## src/rtl/serial_tx_pkg.sv

```systemverilog
// Shared types and constants for the serial message transmitter:
// serializer states, index widths, line idle level and baud counter sizing.
package serial_tx_pkg;

    typedef enum logic [1:0] {
        TX_IDLE,
        TX_START,
        TX_DATA,
        TX_STOP
    } tx_state_e;

    localparam int   BYTE_IDX_W = 2;
    localparam int   BIT_IDX_W  = 3;
    localparam logic UART_IDLE  = 1'b1;

    // Smallest down-counter width able to hold BAUD_DIV-1, never below one bit.
    function automatic int baudCntWidth(input int baudDiv);
        int w;
        w = 1;
        while ((1 << w) < baudDiv) begin
            w++;
        end
        return w;
    endfunction

endpackage

```

## src/rtl/serial_msg_fifo.sv

```systemverilog
// Synchronous word FIFO; the depth is a power of two so the read and write
// pointers wrap on their own and the occupancy count is the only full/empty source.
module serial_msg_fifo
    import serial_tx_pkg::*;
#(
    parameter  int WIDTH = 32,
    parameter  int DEPTH = 4,
    localparam int AW    = $clog2(DEPTH),
    localparam int CW    = AW + 1
) (
    input  logic             clk_i,
    input  logic             rst_ni,
    input  logic             enq_i,
    input  logic [WIDTH-1:0] enqData_i,
    input  logic             deq_i,
    output logic [WIDTH-1:0] deqData_o,
    output logic             full_o,
    output logic             empty_o,
    output logic [CW-1:0]    count_o
);

    logic [WIDTH-1:0] mem_q [DEPTH];
    logic [AW-1:0]    wrPtr_q;
    logic [AW-1:0]    rdPtr_q;
    logic [CW-1:0]    count_q;
    logic [CW-1:0]    count_d;
    logic             doEnq;
    logic             doDeq;

    assign full_o    = (count_q == CW'(DEPTH));
    assign empty_o   = (count_q == '0);
    assign count_o   = count_q;
    assign deqData_o = mem_q[rdPtr_q];

    assign doEnq = enq_i && !full_o;
    assign doDeq = deq_i && !empty_o;

    always_comb begin
        count_d = count_q;
        case ({doEnq, doDeq})
            2'b10:   count_d = count_q + 1'b1;
            2'b01:   count_d = count_q - 1'b1;
            default: count_d = count_q;
        endcase
    end

    always_ff @(posedge clk_i or negedge rst_ni) begin
        if (!rst_ni) begin
            wrPtr_q <= '0;
            rdPtr_q <= '0;
            count_q <= '0;
        end else begin
            if (doEnq) begin
                wrPtr_q <= wrPtr_q + 1'b1;
            end
            if (doDeq) begin
                rdPtr_q <= rdPtr_q + 1'b1;
            end
            count_q <= count_d;
        end
    end

    // Storage carries no reset; only the pointers and count define validity.
    always_ff @(posedge clk_i) begin
        if (doEnq) begin
            mem_q[wrPtr_q] <= enqData_i;
        end
    end

endmodule

```

## src/rtl/serial_msg_tx.sv

```systemverilog
// Transmit end of the serial message channel: buffers 32-bit puts and sends
// each word as four little-endian 8N1 bytes on a registered UART TX line.
module serial_msg_tx
    import serial_tx_pkg::*;
#(
    parameter int BAUD_DIV   = 868,
    parameter int FIFO_DEPTH = 4,
    parameter int STOP_BITS  = 1
) (
    input  logic        sys_clk_pin,
    input  logic        sys_rst_pin,
    input  logic [31:0] msg_in_put,
    input  logic        EN_msg_in_put,
    output logic        RDY_msg_in_put,
    output logic        uart_tx_pin,
    output logic        tx_busy
);

    localparam int               CNT_W      = baudCntWidth(BAUD_DIV);
    localparam int               FIFO_CW    = $clog2(FIFO_DEPTH) + 1;
    localparam logic [CNT_W-1:0] BIT_RELOAD = CNT_W'(BAUD_DIV - 1);
    localparam logic             LAST_STOP  = (STOP_BITS == 2);

    logic [1:0]            rstSync_q;
    logic                  rstInt_n;

    logic                  fifoEnq;
    logic                  fifoDeq;
    logic                  fifoFull;
    logic                  fifoEmpty;
    logic [31:0]           fifoData;
    logic [FIFO_CW-1:0]    fifoCount;

    tx_state_e             state_q;
    logic [31:0]           shift_q;
    logic [CNT_W-1:0]      baudCnt_q;
    logic [BIT_IDX_W-1:0]  bitIdx_q;
    logic [BYTE_IDX_W-1:0] byteIdx_q;
    logic                  stopIdx_q;
    logic                  txLine_q;

    logic                  bitDone;
    logic                  wordDone;

    // Assertion reaches every flop at once; release is retimed through two flops.
    always_ff @(posedge sys_clk_pin or negedge sys_rst_pin) begin
        if (!sys_rst_pin) begin
            rstSync_q <= 2'b00;
        end else begin
            rstSync_q <= {rstSync_q[0], 1'b1};
        end
    end

    assign rstInt_n = rstSync_q[1];

    assign RDY_msg_in_put = rstInt_n && !fifoFull;
    assign fifoEnq        = EN_msg_in_put && RDY_msg_in_put;

    assign bitDone  = (baudCnt_q == '0);
    assign wordDone = (state_q == TX_STOP) && bitDone && (stopIdx_q == LAST_STOP)
                      && (byteIdx_q == '1);
    assign fifoDeq  = !fifoEmpty && ((state_q == TX_IDLE) || wordDone);

    assign tx_busy     = (state_q != TX_IDLE) || (fifoCount != '0);
    assign uart_tx_pin = txLine_q;

    serial_msg_fifo #(
        .WIDTH (32),
        .DEPTH (FIFO_DEPTH)
    ) u_fifo (
        .clk_i     (sys_clk_pin),
        .rst_ni    (rstInt_n),
        .enq_i     (fifoEnq),
        .enqData_i (msg_in_put),
        .deq_i     (fifoDeq),
        .deqData_o (fifoData),
        .full_o    (fifoFull),
        .empty_o   (fifoEmpty),
        .count_o   (fifoCount)
    );

    // The line flop follows the state one cycle late, so every bit keeps its
    // full BAUD_DIV width and the pin never sees a combinational glitch.
    always_ff @(posedge sys_clk_pin or negedge rstInt_n) begin
        if (!rstInt_n) begin
            state_q   <= TX_IDLE;
            shift_q   <= '0;
            baudCnt_q <= '0;
            bitIdx_q  <= '0;
            byteIdx_q <= '0;
            stopIdx_q <= 1'b0;
            txLine_q  <= UART_IDLE;
        end else begin
            case (state_q)
                TX_START: txLine_q <= 1'b0;
                TX_DATA:  txLine_q <= shift_q[0];
                default:  txLine_q <= UART_IDLE;
            endcase

            case (state_q)
                TX_IDLE: begin
                    if (fifoDeq) begin
                        shift_q   <= fifoData;
                        byteIdx_q <= '0;
                        baudCnt_q <= BIT_RELOAD;
                        state_q   <= TX_START;
                    end
                end
                TX_START: begin
                    if (bitDone) begin
                        baudCnt_q <= BIT_RELOAD;
                        bitIdx_q  <= '0;
                        state_q   <= TX_DATA;
                    end else begin
                        baudCnt_q <= baudCnt_q - 1'b1;
                    end
                end
                TX_DATA: begin
                    if (bitDone) begin
                        baudCnt_q <= BIT_RELOAD;
                        shift_q   <= {1'b0, shift_q[31:1]};
                        if (bitIdx_q == '1) begin
                            stopIdx_q <= 1'b0;
                            state_q   <= TX_STOP;
                        end else begin
                            bitIdx_q <= bitIdx_q + 1'b1;
                        end
                    end else begin
                        baudCnt_q <= baudCnt_q - 1'b1;
                    end
                end
                TX_STOP: begin
                    if (bitDone) begin
                        baudCnt_q <= BIT_RELOAD;
                        if (stopIdx_q != LAST_STOP) begin
                            stopIdx_q <= 1'b1;
                        end else if (byteIdx_q != '1) begin
                            byteIdx_q <= byteIdx_q + 1'b1;
                            state_q   <= TX_START;
                        end else if (fifoDeq) begin
                            shift_q   <= fifoData;
                            byteIdx_q <= '0;
                            state_q   <= TX_START;
                        end else begin
                            state_q <= TX_IDLE;
                        end
                    end else begin
                        baudCnt_q <= baudCnt_q - 1'b1;
                    end
                end
                default: state_q <= TX_IDLE;
            endcase
        end
    end

endmodule

```

## config.mk

```make
export PLATFORM = sky130hd
export DESIGN_NAME = serial_msg_tx
export DESIGN_NICKNAME = d
export VERILOG_FILES = /design/src/rtl/serial_tx_pkg.sv /design/src/rtl/serial_msg_fifo.sv /design/src/rtl/serial_msg_tx.sv
export SDC_FILE = /design/constraint.sdc
export NUM_CORES = 1
export LEC_CHECK = 0
export ABC_AREA = 1
export CORE_UTILIZATION = 65
export DETAILED_ROUTE_END_ITERATION = 12
export PLACE_DENSITY = 0.82
export REMOVE_ABC_BUFFERS = 1
export SLEW_MARGIN = 10
export SYNTH_ARGS = -nofsm -noshare
export SYNTH_HDL_FRONTEND = slang
export SYNTH_HIERARCHICAL = 1
export SYNTH_SLANG_ARGS = --single-unit
```

## constraint.sdc

```tcl
create_clock -name sys_clk_pin -period 3.72 [get_ports sys_clk_pin]
set_input_delay 1.116 -clock sys_clk_pin [delete_from_list [all_inputs] [get_ports sys_clk_pin]]
set_output_delay 1.116 -clock sys_clk_pin [all_outputs]
set_load 0.02 [all_outputs]
```

==> results of run 1 <==
cell type report:
class	instances	area [µm²]
Inverter	111	418
Tap cell	172	215
Clock buffer	19	443
Multi-Input combinational cell	490	2410
Timing Repair Buffer	48	465
Sequential cell	187	5320
Clock inverter	13	105
Fill cell	871	3240
worst reg2reg max path, cell delays in order, from the launching register on:
cell,delay (ns)
dfrtp_1,0.40
inv_1,0.09
ha_1,0.21
nand2_2,0.08
nor2_4,0.16
nand3_4,0.15
nand2_2,0.10
nand2_2,0.06
nor2_4,0.61
nand2_4,0.42
o21ai_0,0.30
cell usage after synthesis, drive strengths merged (3+ instances only):
master,instances
nand3,48
dfrtp,58
xor2,3
nand2,315
buf,30
o21ai,13
o211ai,65
inv,111
edfxtp,128
a21oi,4
clkbuf,7
ha,13
nor2,16
power groups by stage:
stage	Sequential [mW]	Combinational, mW	Clock (mW)
floorplan	2.51	0.238	0
global placement	2.50	0.389	0
detailed placement	2.51	0.409	0
CTS	2.47	0.418	1.71
global route	2.48	0.470	1.79
finish	2.47	0.415	1.69
final timing paths:
kind / startpoint / end
worst max-delay path: state_q[0]$_DFFE_PN0P_ / tx_busy
worst min-delay path: rstSync_q[0]$_DFF_PN0_ / rstSync_q[1]$_DFF_PN0_
worst max register to register: baudCnt_q[0]$_DFFE_PN0P_ / shift_q[31]$_DFFE_PN0P_
worst min register to register: rstSync_q[0]$_DFF_PN0_ / rstSync_q[1]$_DFF_PN0_
max in group asynchronous: rstSync_q[1]$_DFF_PN0_ / shift_q[23]$_DFFE_PN0P_
min in group asynchronous: rstSync_q[1]$_DFF_PN0_ / baudCnt_q[2]$_DFFE_PN0P_
cell families (layout without fill, tap and decap cells):
group | count (synthesis) | after routing | share of synthesized area
xor+xnor | 5 | 5 | 0.00519
compound gates | 85 | 85 | 0.0705
fa+ha+maj | 14 | 14 | 0.0217
buf+inv | 148 | 191 | 0.0844
simple gates | 385 | 385 | 0.187
other cells | 1 | 1 | 0.000445
flops | 187 | 187 | 0.631
routing by layer:
metal / vias to the layer above / share of wire
li1: 2764 / -
met1: 2739 / 0.41
met2: 176 / 0.52
met3: 35 / 0.053
met5: - / 0
met4: 0 / 0.019
placed cells by master (no fill, tap or decap), types with 3 or more instances in the layout:
cell | netlist | layout
nand3_1 | 47 | 47
a21oi_1 | 4 | 4
inv_6 | 0 | 4
clkinv_2 | 0 | 5
inv_1 | 107 | 107
clkdlybuf4s50_1 | 0 | 37
edfxtp_1 | 128 | 128
nor2_2 | 1 | 5
ha_1 | 13 | 13
xor2_1 | 3 | 3
nor2_1 | 13 | 9
inv_2 | 4 | 3
dfrtp_1 | 58 | 57
clkbuf_16 | 0 | 17
nand2_2 | 5 | 5
nand2_1 | 308 | 308
buf_4 | 9 | 10
o211ai_1 | 65 | 65
o21ai_0 | 13 | 13
inv_8 | 0 | 3
through the flow:
step                hold WS, ns  setup slack [ns]  power (mW)  setup TNS (ns)   util
floorplan                 0.331            -0.310        2.75          -39.68      -
global placement          0.342             0.608        2.89               0  0.700
global route              0.359             0.641        4.74               0  0.743
CTS                       0.358             0.747        4.60               0  0.743
detailed placement        0.336             0.520        2.92               0  0.700
finish                    0.355             0.757        4.58               0  0.743
state kept, by name, indices dropped and copies added, names as in the netlist:
signal	flops
u_fifo/count_o	3
shift_q	32
u_fifo/rdPtr_q	2
u_fifo/wrPtr_q	2
rstSync_q	2
baudCnt_q	10
u_fifo/mem_q	128
bitIdx_q	3
uart_tx_pin	1
state_q	2
byteIdx_q	2
==> run summary, run 1 <==
total track usage - 0.263
ANT nets after route - 0
Area Growth Syn to Fin - 11.2%
Min Clock Period, post-route - 2.96 ns
first-pass GRT wire length - 26300 µm
TritonCTS buffer count - 17
CP max stage delay - 0.60 ns
I/O Pins - 38
setup violators final - 0
post-synthesis cell count - 825
register area share after synthesis - 0.631
DR vias/cell - 5.49
Vias - 5714
GRT Residual Overflow - 0
Chip Height - 116 µm
Inst Count DP - 1008
Max Cap Viol - 0
routability cong. - 0.756
library cells used by synthesis - 33
leading area contributor after synthesis - edfxtp_1
R2R setup slack - 1.04 ns
Power Density - 488 nW/µm²
Finished Layout Cells - 1040
Mapped Area - 8430 µm²
Post-synth EDFFs - 128
DR DRC count - 0
area fraction of the dominant cell type after synthesis - 0.456
Least-Margin Pin Slew - 1.02 ns
1st-pass router iterations - 7
Clock Path Buffers - 2
initial antenna violation count - 0
skew final - 0.00957 ns
diode count - 0
Critical Path RT - 2.60 ns
die area - 13400 µm²
Worst-Skew Late Latency - 0.43 ns
CTS clk-pin slew, worst paths - 0.07 ns
Clock power frac - 0.369
Max-slew headroom - 0.321
Int Pwr - 3.44 mW
Worst VDD drop - 0.386 mV
fraction of layout cells with a size suffix above 1 - 0.0726
core footprint - 12600 µm²
Peak Freq - 338 MHz
max-slew violations - 0
Hold Path Class - reg -> reg
largest net degree at the start of global routing - 58
H-tree Lvls - 4
buffer count from post-CTS setup fixing - 0
worst path bufs/invs - 2
final WL - 16200 µm
Synth Flop Type - edfxtp_1
Initial Utilization - 0.668
IO Port Bufs - 37
Crit Path Class - reg -> out
FF+latch count, synth - 187
ys async rst share - 0.316
R2R depth - 10
M3 GR Usage - 0.0607
vias in the first global route - 5623
global-route track usage on met1 - 0.313
post-layout instance area - 9380 µm²
hold path depth - 0
P_leak - 4.31 nW
busiest grt layer - met2
RSZ-0062 raised after global routing - no
CP Max Fanout - 5
switching power - 1.14 mW
YS warnings - 6
syn_area_per_cell - 10.2 µm²
Final nets - 904
hold_buf cts - 0
clk root buf - clkbuf_16
met2 GRT Util - 0.462
Worst setup EP type - primary output
Num Clock Sinks - 187
DIE WIDTH - 116 µm
Iter 0 DRT Violations - 591
post_cts resized - 0
routed length per instance - 15.6 µm
CP Depth - 4
Worst Setup Start Kind - flop
Comb power frac - 0.091
CP arrival - 1.85 ns
post-DP HPWL - 9550 µm
Area after DPL - 8830 µm²
CTS tree - built
CP top delay family - buffers and inverters
status - finished, final reports clean
Final Hold Viols - 0
Net Sw Frac - 0.248
period utilization - 0.796
largest cells by area after synthesis - edfxtp_1, dfrtp_1, nand2_1
slowest cell on the critical path - clkdlybuf4s50_1
Seq pwr share - 0.540
num rows - 41
CP Cell Sequence - inv_1 > ha_1 > nand2_1 > clkdlybuf4s50_1
Power figures use the tool's default switching activity.
==> run 2, diff against run 1 <==
--- a/config.mk
+++ b/config.mk
@@ -6,9 +6,9 @@
 export NUM_CORES = 1
 export LEC_CHECK = 0
 export ABC_AREA = 1
-export CORE_UTILIZATION = 65
+export CORE_UTILIZATION = 55
 export DETAILED_ROUTE_END_ITERATION = 12
-export PLACE_DENSITY = 0.82
+export PLACE_DENSITY = 0.73
 export REMOVE_ABC_BUFFERS = 1
 export SLEW_MARGIN = 10
 export SYNTH_ARGS = -nofsm -noshare
==> constraint.sdc (replaced) <==
create_clock -name sys_clk_pin -period 2.54 [get_ports sys_clk_pin]
set_input_delay 0.762 -clock sys_clk_pin [delete_from_list [all_inputs] [get_ports sys_clk_pin]]
set_output_delay 0.762 -clock sys_clk_pin [all_outputs]
set_load 0.02 [all_outputs]
==> run summary, run 2 (synthesis results as in run 1) <==
hold_buf cts - 0
CP max stage delay - 0.41 ns
Iter 0 DRT Violations - 415
Chip Height - 126 µm
Worst VDD drop - 0.618 mV
commonest non-fill, non-tap cell in the layout - nand2_1
Worst setup EP type - primary output
routed length per instance - 15.2 µm
Min Clock Period, post-route - 2.41 ns
skew final - 0.00740 ns
Area Growth Syn to Fin - 13.8%
Area after DPL - 9000 µm²
FILL cells - 1143
CP arrival - 1.64 ns
M1 WL - 6960 µm
GRT Residual Overflow - 0
die area - 15800 µm²
setup violators final - 0
slowest cell on the critical path - dfrtp_1
post-layout instance area - 9590 µm²
clk root buf - clkbuf_16
Hold Path Class - reg -> reg
biggest registers after layout - u_fifo/mem_q: 128 flops, shift_q: 32 flops, baudCnt_q: 10 flops
Power Density - 726 nW/µm²
WL met3 - 602 µm
Clock Path Buffers - 2
Reg area - 5320 µm²
1st-pass router iterations - 5
Initial Utilization - 0.572
CP most frequent cell - inv_1
CP Cell Sequence - inv_1 > nand3_1 > inv_1 > nor2_1 > dlygate4sd2_1
CTS clk-pin slew, worst paths - 0.07 ns
Critical Path RT - 1.78 ns
Crit Path Class - reg -> out
core footprint - 14800 µm²
I/O Pins - 38
Multi-input gate area - 2410 µm²
CP Max Fanout - 4
status - finished, final reports clean
H-tree Lvls - 4
DR vias/cell - 5.37
DR DRC count - 0
vias in the first global route - 5659
highest routed layer - met4
Max-slew headroom - 0.511
max-slew violations - 0
period utilization - 0.947
total track usage - 0.223
P_leak - 4.41 nW
first-pass GRT wire length - 27200 µm
routability cong. - 0.807
fraction of layout cells with a size suffix above 1 - 0.0873
Max Cap Viol - 0
hold_ws - 0.360 ns
Worst Setup Start Kind - flop
Met2 Wirelength - 8220 µm
RSZ-0062 raised after global routing - no
initial antenna violation count - 0
ANT nets after route - 0
Peak Freq - 416 MHz
num rows - 44
most frequent cells in the layout - nand2_1, edfxtp_1, inv_1
Least-Margin Pin Slew - 0.733 ns
Final nets - 919
Biggest register - u_fifo/mem_q
max FFs per register - 128
Final Hold Viols - 0
DIE WIDTH - 126 µm
TritonCTS buffer count - 17
Vias - 5720
largest net degree at the start of global routing - 66
Worst-Skew Late Latency - 0.44 ns
buffer count from post-CTS setup fixing - 0
post-DP HPWL - 10500 µm
CTS tree - built
Setup Total Neg Slack - 0 ns
Num Clock Sinks - 187
final WL - 16200 µm
diode count - 0
IO Port Bufs - 37
-- run 2: cell types whose count changed in the layout (fill, tap and decap cells not counted), moves of 3 or more --
| cell | previous run | this run |
|---|---|---|
| buf_4 | 10 | 22 |
| clkinv_2 | 5 | 1 |
| buf_12 | 1 | 4 |
| bufinv_16 | 0 | 3 |
| inv_8 | 3 | 0 |
-- run 2: what timing repair did --
| item | in CTS | in global routing |
|---|---|---|
| pin swaps | 0 | 0 |
| endpoints found under the setup margin | 2 | 2 |
| gates resized for setup | 2 | 2 |
-- run 2: cell type report --
type | instances | area share
multi-input combinational | 490 | 0.252
timing repair buffer | 63 | 0.0639
inverter | 111 | 0.0436
sequential | 187 | 0.555
tap | 184 | 0.0240
clock inverter | 11 | 0.0166
clock buffer | 20 | 0.0455
-- run 2: final timing paths --
kind,from,to,slack (ns),depth (start not counted)
setup / recovery,u_fifo/count_o[0]$_DFFE_PN0P_,RDY_msg_in_put,0.13,5
hold / removal,rstSync_q[0]$_DFF_PN0_,rstSync_q[1]$_DFF_PN0_,0.36,0
setup reg to reg,baudCnt_q[0]$_DFFE_PN0P_,u_fifo/count_o[2]$_DFFE_PN0P_,0.21,15
hold reg to reg,rstSync_q[0]$_DFF_PN0_,rstSync_q[1]$_DFF_PN0_,0.36,0
max in group asynchronous,rstSync_q[1]$_DFF_PN0_,shift_q[15]$_DFFE_PN0P_,1.61,1
min in group asynchronous,rstSync_q[1]$_DFF_PN0_,shift_q[11]$_DFFE_PN0P_,0.43,1
-- run 2: per-stage QoR --
| step | utilization | power, mW | setup slack [ns] | std cells |
|---|---|---|---|---|
| after floorplan | - | 4.02 | -1.49 | 788 |
| after global placement | 0.610 | 4.30 | -0.0488 | 1035 |
| after detailed placement | 0.610 | 4.33 | -0.135 | 1035 |
| after CTS | 0.650 | 7.00 | 0.105 | 1066 |
| after global routing | 0.650 | 7.20 | 0.00762 | 1066 |
| final | 0.650 | 6.96 | 0.134 | 1066 |
-- run 2: worst max-delay path, delay by kind of cell (launching register included) --
family / cells / cell delay [ns]
DFF: 1 / 0.41
buffers and inverters: 3 / 0.56
and+or+nand+nor: 2 / 0.24
-- run 2: metal layers --
layer / global-route usage / up-vias
li1: - / 2802
met1: 0.275 / 2765
met2: 0.380 / 122
met3: 0.0523 / 31
met4: 0.0886 / 0
met5: 0 / -
-- run 2: power breakdown --
group	internal [mW]	switching [mW]	total, mW
Combinational	0.239	0.412	0.652
Clock	1.56	1.14	2.70
Sequential	3.53	0.0833	3.61
